File: src/rtl/adc_avg_monitor_if.sv
// adc_avg_monitor_if: sample-in / average-out signal bundle for adc_avg_monitor
interface adc_avg_monitor_if;
  logic [7:0] adc_data;
  logic       adc_valid;
  logic       flush;
  logic [7:0] avg_data;
  logic       avg_valid;
  logic       alarm;
  logic       filled;
  modport master (output adc_data, adc_valid, flush, input avg_data, avg_valid, alarm, filled);
  modport slave (input adc_data, adc_valid, flush, output avg_data, avg_valid, alarm, filled);
endinterface

File: src/rtl/adc_avg_monitor.sv
// adc_avg_monitor: sliding-window moving average of 8-bit ADC samples with hysteretic alarm
module adc_avg_monitor #(
  parameter int         LOG2_DEPTH = 3,
  parameter logic [7:0] HI_THRESH  = 8'd200,
  parameter logic [7:0] LO_THRESH  = 8'd50
) (
  input logic              sclk,
  input logic              rstn,
  adc_avg_monitor_if.slave bus
);
  localparam int DEPTH = 1 << LOG2_DEPTH;
  localparam int SW = 8 + LOG2_DEPTH;
  typedef enum logic {FILL, RUN} state_t;
  state_t                r_state, w_state_nxt;
  logic [7:0]            r_buf [DEPTH];
  logic [LOG2_DEPTH-1:0] r_wr_ptr;
  logic [LOG2_DEPTH:0]   r_cnt;
  logic [SW-1:0]         r_sum, w_sum_nxt;
  logic [7:0]            w_old, w_avg, r_avg_data;
  logic                  w_acc, w_pub, w_alarm_nxt, r_pend, r_avg_valid, r_alarm;
  always_comb begin
    w_acc       = bus.adc_valid & ~bus.flush;
    w_old       = (r_state == RUN) ? r_buf[r_wr_ptr] : 8'd0;
    w_sum_nxt   = r_sum + SW'(bus.adc_data) - SW'(w_old);
    w_state_nxt = bus.flush ? FILL
                : (w_acc && r_state == FILL && r_cnt == (LOG2_DEPTH+1)'(DEPTH - 1)) ? RUN
                : r_state;
    w_pub       = w_acc && w_state_nxt == RUN;
    w_avg       = r_sum[SW-1:LOG2_DEPTH];
    w_alarm_nxt = (w_avg >= HI_THRESH) ? 1'b1 : (w_avg <= LO_THRESH) ? 1'b0 : r_alarm;
  end
  // window storage is deliberately unreset; FILL masks stale entries out of the sum
  always_ff @(posedge sclk)
    if (w_acc) r_buf[r_wr_ptr] <= bus.adc_data;
  always_ff @(posedge sclk or negedge rstn)
    if (!rstn) begin
      r_state     <= FILL;
      r_wr_ptr    <= '0;
      r_cnt       <= '0;
      r_sum       <= '0;
      r_pend      <= 1'b0;
      r_avg_valid <= 1'b0;
      r_avg_data  <= '0;
      r_alarm     <= 1'b0;
    end else begin
      r_state     <= w_state_nxt;
      r_pend      <= w_pub;
      r_avg_valid <= r_pend & ~bus.flush;
      if (bus.flush) begin
        r_wr_ptr <= '0;
        r_cnt    <= '0;
        r_sum    <= '0;
        r_alarm  <= 1'b0;
      end else begin
        if (w_acc) begin
          r_wr_ptr <= r_wr_ptr + LOG2_DEPTH'(1);
          r_sum    <= w_sum_nxt;
          if (r_state == FILL) r_cnt <= r_cnt + (LOG2_DEPTH+1)'(1);
        end
        if (r_pend) begin
          r_avg_data <= w_avg;
          r_alarm    <= w_alarm_nxt;
        end
      end
    end
  assign bus.avg_data  = r_avg_data;
  assign bus.avg_valid = r_avg_valid;
  assign bus.alarm     = r_alarm;
  assign bus.filled    = r_state == RUN;
endmodule

File: src/flat_wrapper.sv
// flat-port wrapper written by rule: the top's interface ports become plain ports
module adc_avg_monitor_flat 
#(
  parameter int         LOG2_DEPTH = 3,
  parameter logic [7:0] HI_THRESH  = 8'd200,
  parameter logic [7:0] LO_THRESH  = 8'd50
)
  (sclk, rstn, bus_adc_data, bus_adc_valid, bus_flush, bus_avg_data, bus_avg_valid, bus_alarm, bus_filled);
  adc_avg_monitor_if bus_i ();
  input logic sclk;
  input logic rstn;
  input wire logic [$bits(bus_i.adc_data)-1:0] bus_adc_data;
  input wire logic [$bits(bus_i.adc_valid)-1:0] bus_adc_valid;
  input wire logic [$bits(bus_i.flush)-1:0] bus_flush;
  output wire logic [$bits(bus_i.avg_data)-1:0] bus_avg_data;
  output wire logic [$bits(bus_i.avg_valid)-1:0] bus_avg_valid;
  output wire logic [$bits(bus_i.alarm)-1:0] bus_alarm;
  output wire logic [$bits(bus_i.filled)-1:0] bus_filled;
  assign bus_i.adc_data = bus_adc_data;
  assign bus_i.adc_valid = bus_adc_valid;
  assign bus_i.flush = bus_flush;
  assign bus_avg_data = bus_i.avg_data;
  assign bus_avg_valid = bus_i.avg_valid;
  assign bus_alarm = bus_i.alarm;
  assign bus_filled = bus_i.filled;
  adc_avg_monitor #(.LOG2_DEPTH(LOG2_DEPTH), .HI_THRESH(HI_THRESH), .LO_THRESH(LO_THRESH)) u_core (.sclk(sclk), .rstn(rstn), .bus(bus_i));
endmodule
File: config.mk
export PLATFORM = sky130hd
export DESIGN_NAME = adc_avg_monitor_flat
export DESIGN_NICKNAME = d
export VERILOG_FILES = /design/src/rtl/adc_avg_monitor_if.sv /design/src/rtl/adc_avg_monitor.sv /design/src/flat_wrapper.sv
export SDC_FILE = /design/constraint.sdc
export NUM_CORES = 1
export LEC_CHECK = 0
export ABC_AREA = 1
export ABC_CLOCK_PERIOD_IN_PS = 3300
export CAP_MARGIN = 20
export CORE_UTILIZATION = 35
export DETAILED_ROUTE_END_ITERATION = 10
export SLEW_MARGIN = 20
export SYNTH_ARGS = -nofsm -noshare
export SYNTH_HDL_FRONTEND = slang
export SYNTH_SLANG_ARGS = --single-unit
export TNS_END_PERCENT = 50
File: constraint.sdc
create_clock -name sclk -period 3.3 [get_ports sclk]
set_input_delay 0.33 -clock sclk [delete_from_list [all_inputs] [get_ports sclk]]
set_output_delay 0.33 -clock sclk [all_outputs]
set_load 0.05 [all_outputs]
==> results.yml, run 1 <==
grt:
  busiest_layer: "met2"
  globalRouteMet2Util_pct: 28.7
  antenna_found_initial: 0
  grt_pass1_wl_um: 17100
  grt_max_degree: 31
  use_met3_pct: 4.76
  grt_pass1_vias: 3264
  overflow: 0
  grt_use_total_pct: 17.5
  met1_usage_pct: 23.1
critical_path:
  path_class: "reg -> reg"
  required_ps: 3540
  cpMostUsedCell: "nand3_1"
  critPathTopFamily: "simple AND/OR/NAND/NOR gates"
  reg2reg_slack_ps: 270
  critPathLaunchType: "flop"
  path_max_fanout: 7
  critPathSlowestCell: "fa_1"
  worst_ep_arrival_time_ps: 3270
  end_kind: "flop"
  slowest_delay_ps: 480
  critPathBufInv: 3
  cp_cell_sequence: "inv_2 -> nor2_4 -> inv_2 -> nor2_1 -> o21ai_1 -> nand3_1 -> o21a_1 -> fa_1 -> inv_1 -> ha_1 -> nand2_1 -> nor2_1 -> nand3_1 -> nand3_1 -> nand2_1 -> nand3_1 -> nand2_1"
cts:
  ctsResizeCount: 0
  cts_hold_buf: 0
  cts-root-buf: "clkbuf_16"
  cts_max_level: 3
  clk_latency_ps: 350
  tritoncts: "done"
  cts_buffers: 9
  cts.sinks: 94
  clk_path_buf_depth: 2
  clk_pin_slew_ps: 60
  postCtsSetupBuffers: 0
sta:
  skew_ps: 7.17
  tightest_slew_ps: 702
  fin_setup_tns_ps: 0
  finalHoldViolations: 0
  setup_viol: 0
  min_period_ps: 3030
  slew_viol_final: 0
  max_freq_mhz: 330
  setup_ws_ps: 271
  post-route-period-util_pct: 91.8
  slew_headroom_pct: 53.0
power_and_ir_drop:
  clockPowerShare_pct: 33.6
  switching_share_pct: 30.4
  switchingPower_mw: 0.940
  pwr-share-seq_pct: 43.7
  max-vdd-ir-drop_v: 0.000438
  cellPowerDensity_nw_per_um2: 578
  p_leak_nw: 2.22
  internal-power_mw: 2.15
  p_comb_share_pct: 22.6
synth:
  synth-seq-area-share_pct: 58.9
  ys_warn_count: 0
  synth.distinct_cells: 29
  syn-num-nets: 497
  synth_seq_cells: 94
  synth.avg_cell_area_sq_um: 9.84
  syn_inst: 461
  syn_area_sq_um: 4540
placement:
  globalplace.congestion: 0.898
  dp_hpwl_um: 7450
  port_buffers: 22
  post-place-ws_ps: 262
route:
  wl_per_cell_um: 15.3
  routed_wirelength_um: 10300
  dr_total_vias: 3296
  route.detailed.drc: 0
  viasPerCell: 4.88
  drtPass1Iterations: 5
  drt_iter0_markers: 227
  detail-route-antenna-nets: 0
die:
  die_h_um: 116
  std_cell_rows: 41
  dieArea_sq_um: 13400
  core_sq_um: 12600
  die_w_um: 116
  io_pins: 23
  start_util_pct: 36.0
flow_run:
  cap_viol_max_count: 0
layout:
  drive_gt1_share_pct: 9.33
  nFillCells: 1271
  n_antenna_cell: 0
  area_delta_synth_final_pct: 17.8
  nNetsFinal: 535
worst_hold_path:
  hp-class: "in -> async"
status:
  status: "finished, final reports clean"
==> worst register-to-register path, cell delays in order (launching register included) <==
cell,delay [ps]
dfrtp_2,470
inv_2,120
nor2_4,70
inv_2,160
nor2_1,70
o21ai_1,70
nand3_1,100
o21a_1,210
fa_1,480
inv_1,40
ha_1,350
nand2_1,110
nor2_1,190
nand3_1,160
nand3_1,120
nand2_1,50
nand3_1,90
nand2_1,60
==> registers in the layout, indices dropped and copies added, names as in the netlist <==
signal / count
u_core.bus.alarm: 1
u_core.bus.avg_data: 8
u_core.bus.avg_valid: 1
u_core.bus.filled: 1
u_core.r_buf: 64
u_core.r_cnt: 4
u_core.r_pend: 1
u_core.r_sum: 11
u_core.r_wr_ptr: 3
==> per-layer routing <==
| layer | wire (um) | vias up | part of all wire (%) |
|---|---|---|---|
| li1 | - | 1606 | - |
| met1 | 4740 | 1596 | 46 |
| met2 | 4970 | 84 | 48 |
| met3 | 517 | 10 | 5.0 |
| met4 | 104 | 0 | 1.0 |
| met5 | 0 | - | 0 |
==> cells in the mapped netlist <==
library cell,number,share of area [%]
a211oi_1,1,0.17
a21boi_0,1,0.17
a21oi_1,13,1.4
a31oi_1,1,0.14
a32o_1,1,0.22
buf_2,6,0.66
clkbuf_1,3,0.25
dfrtp_1,30,17
edfxtp_1,64,42
fa_1,8,3.5
ha_1,16,4.4
inv_1,53,4.4
inv_2,8,0.66
nand2_1,98,8.1
nand2_2,1,0.14
nand3_1,31,3.4
nand3b_1,2,0.33
nand4_1,3,0.41
nor2_1,56,4.6
nor2_2,2,0.28
nor2_4,2,0.50
nor3_1,1,0.11
o211ai_1,1,0.17
o21a_1,4,0.66
o21ai_0,33,3.6
o21ai_1,14,1.5
o22ai_1,4,0.55
o31ai_1,1,0.17
or2_2,3,0.41
==> layout by cell type (no fill, tap or decap), types with 2 or more instances in the layout <==
cell / count
o21ai_0: 33
o21ai_1: 14
nor2_1: 56
nor2_4: 3
nand2_1: 98
or2_2: 3
dfrtp_2: 2
o21a_1: 4
buf_4: 14
nand3b_1: 2
nand4_1: 3
nand3_1: 31
clkdlybuf4s50_1: 22
inv_1: 53
inv_2: 7
clkinv_2: 2
a21oi_1: 13
edfxtp_1: 64
clkbuf_16: 9
fa_1: 8
o22ai_1: 4
ha_1: 16
dfrtp_1: 28
==> power by group through the flow <==
stage / combinational [mW] / sequential, mW / clock, mW
finish: 0.699 / 1.35 / 1.04
global route: 0.819 / 1.36 / 1.11
CTS: 0.701 / 1.35 / 1.06
detailed placement: 0.698 / 1.37 / 0
global placement: 0.682 / 1.37 / 0
floorplan: 0.500 / 1.37 / 0
==> cell type report <==
type                       count  area (sq um)  area share [%]
sequential                    94          2680            50.1
tap                          172           215            4.03
clock buffer                   9           225            4.21
clock inverter                 7          72.6            1.36
multi-input combinational    297          1600            29.9
timing repair buffer          36           325            6.09
inverter                      61           231            4.33
==> worst paths after layout <==
check / startpoint / to / cells after the start
setup / recovery: u_core.r_wr_ptr[2] / u_core.r_sum[9] / 17
hold / removal: rstn / u_core.r_cnt[2] / 2
setup reg to reg: u_core.r_wr_ptr[2] / u_core.r_sum[9] / 17
hold reg to reg: u_core.bus.avg_data[4] / u_core.bus.avg_data[4] / 2
max in group asynchronous: rstn / u_core.r_wr_ptr[2] / 2
min in group sclk: u_core.bus.avg_data[4] / u_core.bus.avg_data[4] / 2
==> through the flow <==
| step | cell area [sq um] | util, % | cells | power, mW | hold WS (ps) |
|---|---|---|---|---|---|
| floorplan | 4540 | - | 461 | 1.87 | 34.4 |
| global placement | 5040 | 39.9 | 660 | 2.05 | 453 |
| detailed placement | 5040 | 39.9 | 660 | 2.07 | 473 |
| CTS | 5330 | 42.3 | 676 | 3.11 | 382 |
| global route | 5340 | 42.3 | 676 | 3.28 | 420 |
| finish | 5340 | 42.3 | 676 | 3.09 | 379 |
==> cells by family (layout without fill, tap and decap cells) <==
group	Yosys count	after routing	synth area share, %
AND/OR/NAND/NOR	199	199	18.3
flip-flops	94	94	58.9
AO/OA/AOI/OAI	74	74	8.85
buffers and inverters	70	113	5.96
adder cells (fa/ha/maj)	24	24	7.94
Note: power is estimated with default switching activity, not from simulation.
==> run 2: changes to the inputs <==
- MAX_ROUTING_LAYER: unset -> met4
==> run 2 against run 1 <==
  * Routed wire length about the same
  * Combinational power about the same
  * Worst hold slack is essentially flat
  * Largest cell class unchanged
==> results.yml, run 2 (same netlist as run 1, synthesis figures left out) <==
die:
  start_util_pct: 36.0
  io_pins: 23
  dieArea_sq_um: 13400
  std_cell_rows: 41
  core_sq_um: 12600
  die_h_um: 116
  die_w_um: 116
grt:
  globalRouteMet2Util_pct: 28.7
  grt_pass1_wl_um: 17200
  busiest_layer: "met2"
  met1_usage_pct: 23.2
  use_met3_pct: 4.71
  grt_pass1_vias: 3271
  grt_use_total_pct: 18.1
  grt_max_degree: 31
  overflow: 0
  antenna_found_initial: 0
sta:
  skew_ps: 9.04
  worst_hold_slack_ps: 379
  setup_viol: 0
  slew_viol_final: 0
  slew_headroom_pct: 53.0
  finalHoldViolations: 0
  max_freq_mhz: 331
  tightest_slew_ps: 702
  min_period_ps: 3020
  post-route-period-util_pct: 91.6
power_and_ir_drop:
  total_power_mw: 3.09
  cellPowerDensity_nw_per_um2: 578
  max-vdd-ir-drop_v: 0.000441
  p_leak_nw: 2.22
cts:
  cts-root-buf: "clkbuf_16"
  cts_buffers: 9
  cts.sinks: 94
  clk_pin_slew_ps: 60
  tritoncts: "done"
  cts_max_level: 3
  clk_path_buf_depth: 2
  cts_hold_buf: 0
  clk_latency_ps: 350
worst_hold_path:
  hp-class: "in -> async"
critical_path:
  reg2reg_slack_ps: 280
  cp_cell_sequence: "inv_2 -> nor2_4 -> inv_2 -> nor2_1 -> o21ai_1 -> nand3_1 -> o21a_1 -> fa_1 -> inv_1 -> ha_1 -> nand2_1 -> nor2_1 -> nand3_1 -> nand3_1 -> nand2_1 -> nand3_1 -> nand2_1"
  worst_ep_arrival_time_ps: 3260
  path_class: "reg -> reg"
  critPathLaunchType: "flop"
  required_ps: 3540
  path_max_fanout: 7
  slowest_delay_ps: 480
  critPathTopFamily: "simple AND/OR/NAND/NOR gates"
  cpMostUsedCell: "nand3_1"
  critPathSlowestCell: "fa_1"
  end_kind: "flop"
  critPathBufInv: 3
route:
  wl_per_cell_um: 15.3
  drt_iter0_markers: 240
  routed_wirelength_um: 10300
  route.detailed.drc: 0
  detail-route-antenna-nets: 0
  dr_total_vias: 3298
  viasPerCell: 4.88
  drtPass1Iterations: 5
layout:
  final_util_pct: 42.3
  n_antenna_cell: 0
  most-common-layout-cells: "98 x nand2_1, 64 x edfxtp_1, 56 x nor2_1"
  drive_gt1_share_pct: 9.33
  largest_register_ffs: 64
  area_delta_synth_final_pct: 17.8
  final_common_cell: "nand2_1"
  design_area_sq_um: 5340
  largest-register: "u_core.r_buf"
  nNetsFinal: 535
flow_run:
  cap_viol_max_count: 0
placement:
  globalplace.congestion: 0.914
  port_buffers: 22
  dp_hpwl_um: 7450
  post_dp_cell_area_sq_um: 5040
status:
  status: "finished, final reports clean"
==> run 2: cell counts in the layout (fill, tap and decap cells not counted) <==
Identical to the previous run, type by type.
==> run 2: worst paths after layout <==
kind	start	cells past startpoint	to
hold reg to reg	u_core.bus.avg_data[4]	2	u_core.bus.avg_data[4]
setup reg to reg	u_core.r_wr_ptr[2]	17	u_core.r_sum[9]
min in group sclk	u_core.bus.avg_data[4]	2	u_core.bus.avg_data[4]
hold / removal	rstn	2	u_core.bus.filled
max in group asynchronous	rstn	2	u_core.r_wr_ptr[2]
setup / recovery	u_core.r_wr_ptr[2]	17	u_core.r_sum[9]
==> run 2: per-stage QoR <==
stage	worst slack (ps)	setup TNS, ps	std cells
after CTS	250	0	676
after detailed placement	262	0	660
after floorplan	592	0	461
final	277	0	676
after global routing	-1.51	-1.51	676
after global placement	276	0	660
==> run 2: timing repair <==
item,CTS,global route
buffers inserted,0,0
endpoints found under the setup margin,0,5
gates resized for setup,0,5
==> run 2: final cells by class <==
cell class	instances	area [sq um]
repair buffers	36	325
inverters	61	231
clock inverters	7	72.6
well taps	172	215
clock buffers	9	225
multi-input cells	297	1600
fillers	1271	7280
flip-flops and latches	94	2680
==> run 2: where the power goes <==
group / internal [mW] / total [mW] / leakage, nW / switching (mW)
Combinational: 0.246 / 0.700 / 1.09 / 0.453
Clock: 0.591 / 1.04 / 0.149 / 0.449
Sequential: 1.31 / 1.35 / 0.982 / 0.0377
Total: 2.15 / 3.09 / 2.22 / 0.940
==> run 2: worst reg2reg max path, cell delays in order (launching register included) <==
cell	delay, ps
dfrtp_2	470
inv_2	120
nor2_4	70
inv_2	160
nor2_1	70
o21ai_1	70
nand3_1	100
o21a_1	210
fa_1	480
inv_1	40
ha_1	350
nand2_1	110
nor2_1	190
nand3_1	160
nand3_1	120
nand2_1	50
nand3_1	80
nand2_1	60
==> run 2: layer usage <==
layer	routed length, um	share of wire [%]
met1	4760	46
met2	4960	48
met3	512	5.0
met4	106	1.0
met5	0	0
